[config.mk]
export PLATFORM = sky130hd
export DESIGN_NAME = wb_skid_reg
export DESIGN_NICKNAME = d
export VERILOG_FILES = /design/src/rtl/wb_pkg.sv /design/src/rtl/wb_entry_reg.sv /design/src/rtl/wb_skid_reg.sv
export SDC_FILE = /design/constraint.sdc
export NUM_CORES = 1
export LEC_CHECK = 0
export ABC_AREA = 1
export BUFFER_PORTS_ARGS = -buffer_cell sky130_fd_sc_hd__buf_2
export CAP_MARGIN = 20
export CORE_UTILIZATION = 54
export CTS_CLUSTER_SIZE = 30
export DETAILED_ROUTE_END_ITERATION = 6
export GPL_TIMING_DRIVEN = 0
export PLACE_DENSITY_LB_ADDON = 0.08
export SYNTH_ARGS = -nofsm -noshare
export SYNTH_HDL_FRONTEND = slang
export SYNTH_SLANG_ARGS = --single-unit
[constraint.sdc]
create_clock -name clock -period 2.58 [get_ports clock]
set_input_delay 0.645 -clock clock [delete_from_list [all_inputs] [get_ports clock]]
set_output_delay 0.645 -clock clock [all_outputs]
set_load 0.02 [all_outputs]
[src/rtl/wb_pkg.sv]
// wb_pkg: shared writeback-control bit positions and stage-register occupancy encoding
package wb_pkg;
  localparam int WB_REGWRITE_BIT = 1;
  localparam int WB_MEMTOREG_BIT = 0;
  typedef enum logic [1:0] {EMPTY, ONE, FULL} occ_e;
endpackage

[src/rtl/wb_entry_reg.sv]
// wb_entry_reg: one pipeline entry {valid, wb_ctrl, write_data, write_reg} with load and sync clear
module wb_entry_reg #(
  parameter int DATA_W     = 32,
  parameter int REG_ADDR_W = 5,
  parameter int WB_CTRL_W  = 2
) (
  input  logic                  clock,
  input  logic                  reset_n,
  input  logic                  i_clr,
  input  logic                  i_load,
  input  logic                  i_valid,
  input  logic [WB_CTRL_W-1:0]  i_wb_ctrl,
  input  logic [DATA_W-1:0]     i_data,
  input  logic [REG_ADDR_W-1:0] i_reg,
  output logic                  o_valid,
  output logic [WB_CTRL_W-1:0]  o_wb_ctrl,
  output logic [DATA_W-1:0]     o_data,
  output logic [REG_ADDR_W-1:0] o_reg
);
  // clear drops only the valid bit; payload is don't-care once invalid
  always_ff @(posedge clock) begin
    if (!reset_n) begin
      o_valid   <= 1'b0;
      o_wb_ctrl <= '0;
      o_data    <= '0;
      o_reg     <= '0;
    end else if (i_clr) begin
      o_valid <= 1'b0;
    end else if (i_load) begin
      o_valid   <= i_valid;
      o_wb_ctrl <= i_wb_ctrl;
      o_data    <= i_data;
      o_reg     <= i_reg;
    end
  end
endmodule

[src/rtl/wb_skid_reg.sv]
// wb_skid_reg: MEM/WB stage register with valid/ready handshake, one-entry skid buffer,
// flush, MemToReg resolution and a writeback forwarding port
module wb_skid_reg import wb_pkg::*; #(
  parameter int DATA_W     = 32,
  parameter int REG_ADDR_W = 5,
  parameter int WB_CTRL_W  = 2
) (
  input  logic                  clock,
  input  logic                  reset_n,
  input  logic                  flush,
  input  logic                  in_valid,
  output logic                  in_ready,
  input  logic [WB_CTRL_W-1:0]  in_wb_ctrl,
  input  logic [DATA_W-1:0]     in_mem_data,
  input  logic [DATA_W-1:0]     in_alu_result,
  input  logic [REG_ADDR_W-1:0] in_write_reg,
  output logic                  out_valid,
  input  logic                  out_ready,
  output logic                  out_reg_write,
  output logic [WB_CTRL_W-1:0]  out_wb_ctrl,
  output logic [DATA_W-1:0]     out_write_data,
  output logic [REG_ADDR_W-1:0] out_write_reg,
  output logic                  fwd_valid,
  output logic [REG_ADDR_W-1:0] fwd_reg,
  output logic [DATA_W-1:0]     fwd_data
);
  occ_e                  r_state;
  logic                  w_main_valid, w_skid_valid;
  logic [WB_CTRL_W-1:0]  w_main_ctrl, w_skid_ctrl, w_main_ctrl_in;
  logic [DATA_W-1:0]     w_main_data, w_skid_data, w_main_data_in, w_in_data;
  logic [REG_ADDR_W-1:0] w_main_reg, w_skid_reg, w_main_reg_in;
  logic                  w_accept, w_drain, w_main_ld, w_skid_ld, w_from_skid;
  assign w_in_data   = in_wb_ctrl[WB_MEMTOREG_BIT] ? in_mem_data : in_alu_result;
  assign in_ready    = !w_skid_valid;
  assign w_accept    = in_valid && in_ready;
  assign w_drain     = w_main_valid && out_ready;
  assign w_from_skid = r_state == FULL;
  // main reloads on every drain: from skid when FULL, otherwise from the input (invalid if none)
  assign w_main_ld      = w_drain || (r_state == EMPTY && w_accept);
  assign w_skid_ld      = (r_state == ONE && w_accept && !w_drain) || (r_state == FULL && w_drain);
  assign w_main_ctrl_in = w_from_skid ? w_skid_ctrl : in_wb_ctrl;
  assign w_main_data_in = w_from_skid ? w_skid_data : w_in_data;
  assign w_main_reg_in  = w_from_skid ? w_skid_reg : in_write_reg;
  always_ff @(posedge clock) begin
    if (!reset_n || flush) begin
      r_state <= EMPTY;
    end else begin
      unique case (r_state)
        EMPTY:   r_state <= w_accept ? ONE : EMPTY;
        ONE:     r_state <= (w_accept && !w_drain) ? FULL : (w_drain && !w_accept) ? EMPTY : ONE;
        FULL:    r_state <= w_drain ? ONE : FULL;
        default: r_state <= EMPTY;
      endcase
    end
  end
  wb_entry_reg #(.DATA_W(DATA_W), .REG_ADDR_W(REG_ADDR_W), .WB_CTRL_W(WB_CTRL_W)) u_main (
    .clock(clock), .reset_n(reset_n), .i_clr(flush), .i_load(w_main_ld),
    .i_valid(w_from_skid || w_accept), .i_wb_ctrl(w_main_ctrl_in), .i_data(w_main_data_in),
    .i_reg(w_main_reg_in), .o_valid(w_main_valid), .o_wb_ctrl(w_main_ctrl),
    .o_data(w_main_data), .o_reg(w_main_reg)
  );
  wb_entry_reg #(.DATA_W(DATA_W), .REG_ADDR_W(REG_ADDR_W), .WB_CTRL_W(WB_CTRL_W)) u_skid (
    .clock(clock), .reset_n(reset_n), .i_clr(flush), .i_load(w_skid_ld),
    .i_valid(w_accept), .i_wb_ctrl(in_wb_ctrl), .i_data(w_in_data),
    .i_reg(in_write_reg), .o_valid(w_skid_valid), .o_wb_ctrl(w_skid_ctrl),
    .o_data(w_skid_data), .o_reg(w_skid_reg)
  );
  assign out_valid      = w_main_valid;
  assign out_wb_ctrl    = w_main_ctrl;
  assign out_write_data = w_main_data;
  assign out_write_reg  = w_main_reg;
  assign out_reg_write  = w_main_valid && w_main_ctrl[WB_REGWRITE_BIT] && (w_main_reg != '0);
  assign fwd_valid      = out_reg_write;
  assign fwd_reg        = w_main_reg;
  assign fwd_data       = w_main_data;
endmodule

==> reports/qor.yml, run 1 <==
cts:
  clock_latency_ns: 0.35
  cts_root_buf: "clkbuf_8"
  cts_sinks: 82
  h-tree-depth: 3
  hold_buffers: 0
  clk_pin_slew_ns: 0.08
  post_cts_buffers: 0
  cts_resized: 0
  cts_made_buffers: 9
  cts_tree: "yes"
  cts.path.max_buffers: 2
timing:
  fin_crit_sh_pct: 78.6
  min_period_ns: 2.03
  worst_pin_slew_ns: 0.571
  setup_tns_ns: 0
  final_max_slew_viol_count: 0
  max_freq_ghz: 0.493
  setup_ws_ns: 0.553
  whs_ns: 0.486
  max_slew_margin_pct: 62.0
  setup-violations-final: 0
  grt_setup_unrepaired: "false"
  finalHoldViolCount: 0
  finClkSkew_ns: 0.00902
yosys:
  synth_commonest_cells: "182 x nand2_1, 115 x nor2_1, 82 x dfxtp_1"
  synth_fp_nets: 800
  yosysTopAreaCellShare_pct: 36.7
  ys.flop_type: "dfxtp_1"
  synth_xor_area_share_pct: 0
  ys_ff_latch: 82
  synth_compound_area_share_pct: 14.4
  yosysSeqAreaShare_pct: 36.7
  async_reset_ff_share_pct: 0
  synth_area_per_cell_um2: 6.19
  synth_largest_area_cell: "dfxtp_1"
  synth_cell_types: 22
  ys_warn_count: 0
  synth-adder-area-share_pct: 0.279
  yosys-top-cells-area: "dfxtp_1 37%, nand2_1 15%, nor2_1 9.6%"
  synth_simple_gate_area_share_pct: 30.7
  netlist_area_um2: 4480
  synth-edff-count: 0
  synth_top_family_by_area: "simple AND/OR/NAND/NOR gates"
  synthCells: 723
  synth_mux_area_share_pct: 0
  synth.most_common_cell: "nand2_1"
setup_path:
  cp.arrival_ns: 1.38
  end_kind: "output port"
  slowest_stage: "dfxtp_1"
  crit_fanout: 4
  critical_path_class: "flop to output port"
  cp-start-kind: "flop"
  required_ns: 1.93
  path_buf_inv: 3
  path_cells: "nor2_1, nand2_1, o211ai_1, inv_1, buf_4, buf_2"
  cpLargestDelayFamily: "buffers and inverters"
  cpPeakStageDelay_ns: 0.33
global_route:
  first_global_vias: 4311
  grt_max_degree: 13
  antenna_found_initial: 0
  grt-ovfl-total: 0
  grt_usage_pct: 26.8
  grt_pass1_wl_um: 18700
hold_path:
  hp-class: "flop to flop"
routing:
  drc: 0
  antenna_left: 0
  first_pass_iters: 5
  wl_per_cell_um: 11.6
  via_per_inst: 4.91
  drt-initial-drc-count: 192
  num_vias: 4880
  totalWireLength_um: 11500
power:
  vdd_drop_max_v: 0.000342
  powerDensity_nw_per_um2: 536
  leakage_nw: 2.93
place:
  place_ws_ns: 0.510
  gp_congestion: 0.891
  dp_cells: 978
  hpwl_um: 8500
  numPortBuffers: 153
die:
  dieArea_um2: 8660
  dieHeight_um: 93.1
  initial_core_util_pct: 56.8
  core_um2: 7890
  num_rows: 32
  io_pins: 156
  die_w_um: 93.1
final_layout:
  nNetsFinal: 964
  drive_above_1_share_pct: 25.3
  diodes: 0
  stdcell_count: 993
  syn_to_final_growth_pct: 24.1
  reg_top3: "u_main.o_data (32), u_skid.o_data (32)"
job:
  drv_cap: 0
outcome:
  status: "complete, no violations"
[stage by stage]
| stage | power [mW] | area, um2 | util (%) |
|---|---|---|---|
| after global placement | 2.08 | 5370 | 68.1 |
| after global routing | 3.12 | 5560 | 70.4 |
| after detailed placement | 2.09 | 5370 | 68.1 |
| final | 2.98 | 5560 | 70.4 |
| after CTS | 3.00 | 5560 | 70.4 |
| after floorplan | 1.87 | 4480 | - |
[layout make-up]
cell class	count	area, um2
flip-flops and latches	82	1640
inverters	80	300
multi-input cells	475	2030
fillers	719	2330
well taps	102	128
repair buffers	153	766
clock buffers	12	145
plain buffers	86	500
clock inverters	3	40.0
[power breakdown]
| group | total, mW | switching [mW] | leakage (nW) | internal (mW) |
|---|---|---|---|---|
| clock network | 0.916 | 0.449 | 0.0962 | 0.467 |
| registers | 1.38 | 0.0463 | 0.670 | 1.33 |
| logic | 0.687 | 0.417 | 2.16 | 0.270 |
| total | 2.98 | 0.913 | 2.93 | 2.07 |
[logic make-up (layout without fill, tap and decap cells)]
group	after synthesis	in the layout
simple gates	346	346
buf+inv	166	334
fa+ha+maj	1	1
compound gates	128	128
flops	82	82
[worst reg2reg max path: cells and delay by family, from the launching register on]
kind / cells / cell delay (ns)
and+or+nand+nor: 4 / 0.71
buffers and inverters: 3 / 0.38
DFF: 1 / 0.37
AOI/OAI and AO/OA: 1 / 0.07
[placed cells by master (no fill, tap or decap), drive strengths merged]
master	instances
a21oi	47
buf	207
bufinv	1
clkbuf	44
clkinv	3
dfxtp	82
ha	1
inv	79
nand2	185
nand3	43
nor2	117
nor3	1
o211ai	2
o21ai	79
[metal layers]
metal,up-vias,routed length [um],track usage [%]
met2,171,5530,46.1
met3,21,683,3.41
met5,-,0,0
met4,0,238,10.9
met1,2167,5080,34.0
li1,2521,-,-
[final timing paths]
| check | start | slack, ns | endpoint | depth (start not counted) |
|---|---|---|---|---|
| max | u_main.o_reg[2] | 0.55 | out_reg_write | 6 |
| min | u_skid.o_data[19] | 0.49 | u_skid.o_data[19] | 2 |
| max reg2reg | r_state[1] | 0.99 | u_skid.o_data[16] | 8 |
| min reg2reg | u_skid.o_data[19] | 0.49 | u_skid.o_data[19] | 2 |
Power figures use the tool's default switching activity.
==> run 2, diff against run 1 <==
--- a/config.mk
+++ b/config.mk
@@ -8,7 +8,7 @@
 export ABC_AREA = 1
 export BUFFER_PORTS_ARGS = -buffer_cell sky130_fd_sc_hd__buf_2
 export CAP_MARGIN = 20
-export CORE_UTILIZATION = 54
+export CORE_UTILIZATION = 46
 export CTS_CLUSTER_SIZE = 30
 export DETAILED_ROUTE_END_ITERATION = 6
 export GPL_TIMING_DRIVEN = 0
==> constraint.sdc (replaced) <==
create_clock -name clock -period 1.7 [get_ports clock]
set_input_delay 0.425 -clock clock [delete_from_list [all_inputs] [get_ports clock]]
set_output_delay 0.425 -clock clock [all_outputs]
set_load 0.02 [all_outputs]
==> run 2 against run 1 <==
Net effect: the run now ends with setup timing left; wire length grew 5.7%; clock power grew 62%; worst hold slack got worse by 0.085 ns.
==> reports/qor.yml, run 2 (same netlist as run 1, synthesis figures left out) <==
setup_path:
  cp-startpoint: "u_main.o_reg[1]"  # was u_main.o_reg[2]
  critical_path_class: "flop to output port"  # unchanged
  crit_fanout: 2  # was 4
  cp.arrival_ns: 1.32  # was 1.38 ns
  rr_worst_depth: 8  # unchanged
  end_kind: "output port"  # unchanged
  reg2reg_from: "r_state[1]"  # unchanged
  endpoint: "out_reg_write"  # unchanged
  cp-start-kind: "flop"  # unchanged
  required_ns: 1.27  # was 1.93 ns
  reg2reg_to: "u_skid.o_data[28]"  # was u_skid.o_data[16]
  reg2reg_slack_ns: 0.13  # was 0.99 ns
timing:
  fin_crit_sh_pct: 103
  final_max_slew_viol_count: 0  # unchanged
  setup_ws_ns: -0.0430  # was 0.553 ns
  setup_tns_ns: -0.0430  # was 0 ns
  max_freq_ghz: 0.574
  setup-violations-final: 1  # was 0
  worst_pin_slew_ns: 0.545  # was 0.571 ns
  min_period_ns: 1.74
  finalHoldViolCount: 0  # unchanged
  max_slew_margin_pct: 63.6  # was 62.0%
  finClkSkew_ns: 0.00897  # was 0.00902 ns
  grt_setup_unrepaired: "true"  # was false
outcome:
  status: "complete, but fails checks"  # was complete, no violations
  violations: "setup timing"
place:
  numPortBuffers: 153  # unchanged
  dpl-instance-area_um2: 5400  # was 5370 um2
  place_ws_ns: -0.136  # was 0.510 ns
  dp_cells: 1005  # was 978
  gp_congestion: 0.793  # was 0.891
  hpwl_um: 8890  # was 8500 um
die:
  num_rows: 35  # was 32
  die_w_um: 101  # was 93.1 um
  io_pins: 156  # unchanged
  dieHeight_um: 101  # was 93.1 um
  initial_core_util_pct: 48.0  # was 56.8%
  dieArea_um2: 10100  # was 8660 um2
  core_um2: 9330  # was 7890 um2
job:
  drv_cap: 0  # unchanged
routing:
  via_per_inst: 4.77  # was 4.91
  totalWireLength_um: 12200  # was 11500 um
  first_pass_iters: 5  # unchanged
  antenna_left: 0  # unchanged
  wl_met3_um: 634  # was 683 um
  highest_layer: "met4"  # unchanged
  drc: 0  # unchanged
  wl_per_cell_um: 11.9  # was 11.6 um
  wl_met2_um: 5830  # was 5530 um
  num_vias: 4894  # was 4880
  wl_met1_um: 5570  # was 5080 um
  drt-initial-drc-count: 219  # was 192
power:
  p_total_mw: 4.64  # was 2.98 mW
  vdd_drop_max_v: 0.000426  # was 0.000342 V
  leakage_nw: 2.97  # was 2.93 nW
  powerDensity_nw_per_um2: 816  # was 536 nW/um2
cts:
  cts_tree: "yes"  # unchanged
  cts_made_buffers: 9  # unchanged
  cts.path.max_buffers: 2  # unchanged
  cts_root_buf: "clkbuf_8"  # unchanged
  cts_sinks: 82  # unchanged
  clock_latency_ns: 0.36  # was 0.35 ns
  clk_pin_slew_ns: 0.09  # was 0.08 ns
  h-tree-depth: 3  # unchanged
final_layout:
  reg_top3: "u_main.o_data (32), u_skid.o_data (32)"  # unchanged
  stdcell_count: 1026  # was 993
  final_common_cell: "nand2_1"  # unchanged
  nNetsFinal: 969  # was 964
  fin_area_um2: 5680  # was 5560 um2
  diodes: 0  # unchanged
  syn_to_final_growth_pct: 26.9  # was 24.1%
  mostFrequentLayoutCells: "182 x nand2_1, 161 x buf_2, 114 x nor2_1"  # was 182 x nand2_1, 163 x buf_2, 115 x nor2_1
  drive_above_1_share_pct: 27.1  # was 25.3%
  fill_cells: 960  # was 719
global_route:
  grt_usage_pct: 23.9  # was 26.8%
  grt-ovfl-total: 0  # unchanged
  first_global_vias: 4226  # was 4311
  grt_max_degree: 16  # was 13
  antenna_found_initial: 0  # unchanged
  grt_pass1_wl_um: 19300  # was 18700 um
hold_path:
  hp-class: "input pin to flop"  # was flop to flop
## run 2: changes by cell type in the layout (fill, tap and decap cells not counted), moves of 2 or more
cell / delta
buf_2: -2
clkbuf_2: +5
clkinv_2: -2
dfxtp_1: -4
clkinvlp_4: +3
dfxtp_2: +4
clkinv_4: +2
buf_4: +4
buf_6: +2
clkbuf_1: -7
## run 2: metal layers
metal / GRT usage [%] / vias to the layer above
li1: - / 2529
met1: 31.1 / 2186
met2: 40.9 / 161
met3: 2.91 / 18
met4: 8.36 / 0
met5: 0 / -
## run 2: timing repair
action	4_1_cts	5_1_grt
gates cloned	0	0
hold buffers	0	0
setup buffers	3	2
endpoints found under the setup margin	2	40
pin swaps	3	1
hold endpoints to repair	0	0
resized for setup	7	14
## run 2: critical path, cell delays in order (launching register included)
cell and delay [ns]:
dfxtp_2 0.33, nor2_2 0.09, nand2_1 0.07, o211ai_1 0.15, inv_1 0.09, buf_6 0.12, buf_6 0.12
## run 2: through the flow
stage,util (%),hold slack (ns)
6_report,60.9,0.400
5_1_grt,60.9,0.421
4_1_cts,60.5,0.396
3_5_place_dp,57.9,0.469
3_3_place_gp,57.9,0.460
2_1_floorplan,-,0.452
## run 2: final cells by class
type / count / area [um2] / share of cell area, %
Multi-Input combinational cell: 475 / 2050 / 36.0
Sequential cell: 82 / 1650 / 29.0
Timing Repair Buffer: 158 / 810 / 14.3
Buffer: 86 / 513 / 9.03
Inverter: 80 / 300 / 5.29
Tap cell: 129 / 161 / 2.84
Clock buffer: 9 / 124 / 2.18
Clock inverter: 7 / 78.8 / 1.39
## run 2: worst min path at each step
| stage | startpoint | endpoint | depth (start not counted) |
|---|---|---|---|
| after global placement | u_skid.o_data[30] | u_skid.o_data[30] | 2 |
| after CTS | in_write_reg[2] | u_skid.o_reg[2] | 5 |
| after global routing | in_write_reg[0] | u_skid.o_reg[0] | 5 |
| after detailed placement | u_skid.o_data[6] | u_skid.o_data[6] | 2 |
| after floorplan | u_skid.o_data[0] | u_skid.o_data[0] | 2 |
| final | in_write_reg[1] | u_skid.o_reg[1] | 5 |
## run 2: power breakdown
group / switching, mW / internal (mW)
sequential: 0.0686 / 2.02
clock: 0.787 / 0.689
combinational: 0.647 / 0.424
total: 1.50 / 3.13
==> run 3, diff against run 2 <==
--- a/config.mk
+++ b/config.mk
@@ -13,6 +13,7 @@
 export DETAILED_ROUTE_END_ITERATION = 6
 export GPL_TIMING_DRIVEN = 0
 export PLACE_DENSITY_LB_ADDON = 0.08
+export SETUP_SLACK_MARGIN = 0.05
 export SYNTH_ARGS = -nofsm -noshare
 export SYNTH_HDL_FRONTEND = slang
 export SYNTH_SLANG_ARGS = --single-unit
==> run 3 against run 2 <==
Net effect: the run still ends with setup timing left; final area increased by 0.40%; power decreased by 0.21%; worst setup slack got worse by 0.0015 ns; sequential power about the same; global-route usage unchanged; clock power about the same; critical path type unchanged; largest power group unchanged.
==> reports/qor.yml, run 3 (same netlist as run 1, synthesis figures left out) <==
outcome:
  status: "complete, but fails checks"  # unchanged
  violations: "setup timing"  # unchanged
setup_path:
  end_kind: "output port"  # unchanged
  crit_fanout: 2  # unchanged
  cp-start-kind: "flop"  # unchanged
  required_ns: 1.27  # about the same
  cp.arrival_ns: 1.32  # about the same
  critical_path_class: "flop to output port"  # unchanged
final_layout:
  stdcell_count: 1028  # was 1026
  drive_above_1_share_pct: 27.6  # was 27.1%
  mostFrequentLayoutCells: "182 x nand2_1, 160 x buf_2, 113 x nor2_1"  # was 182 x nand2_1, 161 x buf_2, 114 x nor2_1
  syn_to_final_growth_pct: 27.4  # was 26.9%
  multi_input_area_um2: 2050  # about the same
  nNetsFinal: 971  # was 969
  regArea_um2: 1650  # unchanged
  reg_top3: "u_main.o_data (32), u_skid.o_data (32)"  # unchanged
  fill_cells: 959  # was 960
  final_common_cell: "nand2_1"  # unchanged
  diodes: 0  # unchanged
  post-route-util_pct: 61.1  # was 60.9%
routing:
  wl_per_cell_um: 11.8  # was 11.9 um
  via_per_inst: 4.76  # was 4.77
  drt-initial-drc-count: 212  # was 219
  num_vias: 4892  # was 4894
  drc: 0  # unchanged
  antenna_left: 0  # unchanged
  totalWireLength_um: 12100  # was 12200 um
  first_pass_iters: 5  # unchanged
power:
  powerDensity_nw_per_um2: 811  # was 816 nW/um2
  leakage_nw: 2.99  # was 2.97 nW
  vdd_drop_max_v: 0.000424  # was 0.000426 V
  p_total_mw: 4.63  # was 4.64 mW
cts:
  h-tree-depth: 3  # unchanged
  cts_sinks: 82  # unchanged
  hold_buffers: 0  # unchanged
  clock_latency_ns: 0.36  # about the same
  cts_root_buf: "clkbuf_8"  # unchanged
  cts_tree: "yes"  # unchanged
  cts_made_buffers: 9  # unchanged
  cts.path.max_buffers: 2  # unchanged
  clk_pin_slew_ns: 0.09  # about the same
global_route:
  grt_pass1_wl_um: 19300  # unchanged
  grt-ovfl-total: 0  # unchanged
  first_global_vias: 4226  # unchanged
  grt_max_degree: 16  # unchanged
  grt_usage_pct: 23.9  # unchanged
  antenna_found_initial: 0  # unchanged
die:
  die_w_um: 101  # unchanged
  io_pins: 156  # unchanged
  dieArea_um2: 10100  # unchanged
  num_rows: 35  # unchanged
  dieHeight_um: 101  # unchanged
  core_um2: 9330  # unchanged
  initial_core_util_pct: 48.0  # unchanged
timing:
  setup_tns_ns: -0.0444  # was -0.0430 ns
  max_freq_ghz: 0.573  # was 0.574 GHz
  setup-violations-final: 1  # unchanged
  final_max_slew_viol_count: 0  # unchanged
  setup_ws_ns: -0.0444  # was -0.0430 ns
  finalHoldViolCount: 0  # unchanged
  min_period_ns: 1.74  # about the same
  fin_crit_sh_pct: 103  # about the same
  grt_setup_unrepaired: "true"  # unchanged
  finClkSkew_ns: 0.0101  # was 0.00897 ns
  max_slew_margin_pct: 63.5  # was 63.6%
  worst_pin_slew_ns: 0.548  # was 0.545 ns
hold_path:
  hp-class: "input pin to flop"  # unchanged
place:
  numPortBuffers: 153  # unchanged
  gp_congestion: 0.793  # unchanged
  dp_cells: 1005  # unchanged
  hpwl_um: 8890  # unchanged
job:
  drv_cap: 0  # unchanged
run 3: changes by cell type in the layout (fill, tap and decap cells not counted), sizes merged:
cell / previous run / this run
buf: 211 / 213
run 3: power by group:
group          switching, mW  leakage [nW]  internal [mW]
clock network          0.776        0.0921          0.689
logic                  0.646          2.23          0.426
registers             0.0687         0.671           2.02
run 3: worst paths after layout:
path	from	endpoint	slack, ns	cells after the start
setup / recovery	u_main.o_reg[2]	out_reg_write	-0.04	6
hold / removal	in_write_reg[1]	u_skid.o_reg[1]	0.40	5
setup reg to reg	r_state[1]	u_main.o_data[21]	0.17	8
hold reg to reg	u_skid.o_data[8]	u_skid.o_data[8]	0.49	2
run 3: final cells by class:
class	instances	area share, %
well taps	129	2.83
flip-flops and latches	82	28.9
repair buffers	160	14.5
multi-input cells	475	35.9
clock buffers	9	2.17
clock inverters	7	1.38
plain buffers	86	9.04
inverters	80	5.27
run 3: through the flow:
step	hold slack [ns]	instance area [um2]	setup slack [ns]
finish	0.404	5700	-0.0444
global route	0.421	5700	-0.138
CTS	0.396	5640	-0.0725
detailed placement	0.469	5400	-0.136
global placement	0.460	5400	-0.123
floorplan	0.452	4480	0.258
run 3: critical path, stage by stage, from the launching register on:
cell,delay [ns]
dfxtp_2,0.33
nor2_1,0.10
nand2_1,0.07
o211ai_1,0.15
inv_1,0.09
buf_6,0.12
buf_6,0.12
run 3: repair_timing:
| action | in CTS | in global routing |
|---|---|---|
| pin swaps | 3 | 2 |
| setup endpoints to repair | 2 | 61 |
| setup buffers | 3 | 4 |
| resized for setup | 7 | 20 |
run 3: layer usage:
metal / part of all wire, % / GRT usage, % / wire (um) / vias to the layer above
met5: 0 / 0 / 0 / -
met4: 1.3 / 8.36 / 159 / 0
met3: 6.4 / 2.91 / 772 / 15
met2: 48 / 40.9 / 5780 / 187
met1: 45 / 31.1 / 5420 / 2156
li1: - / - / - / 2534
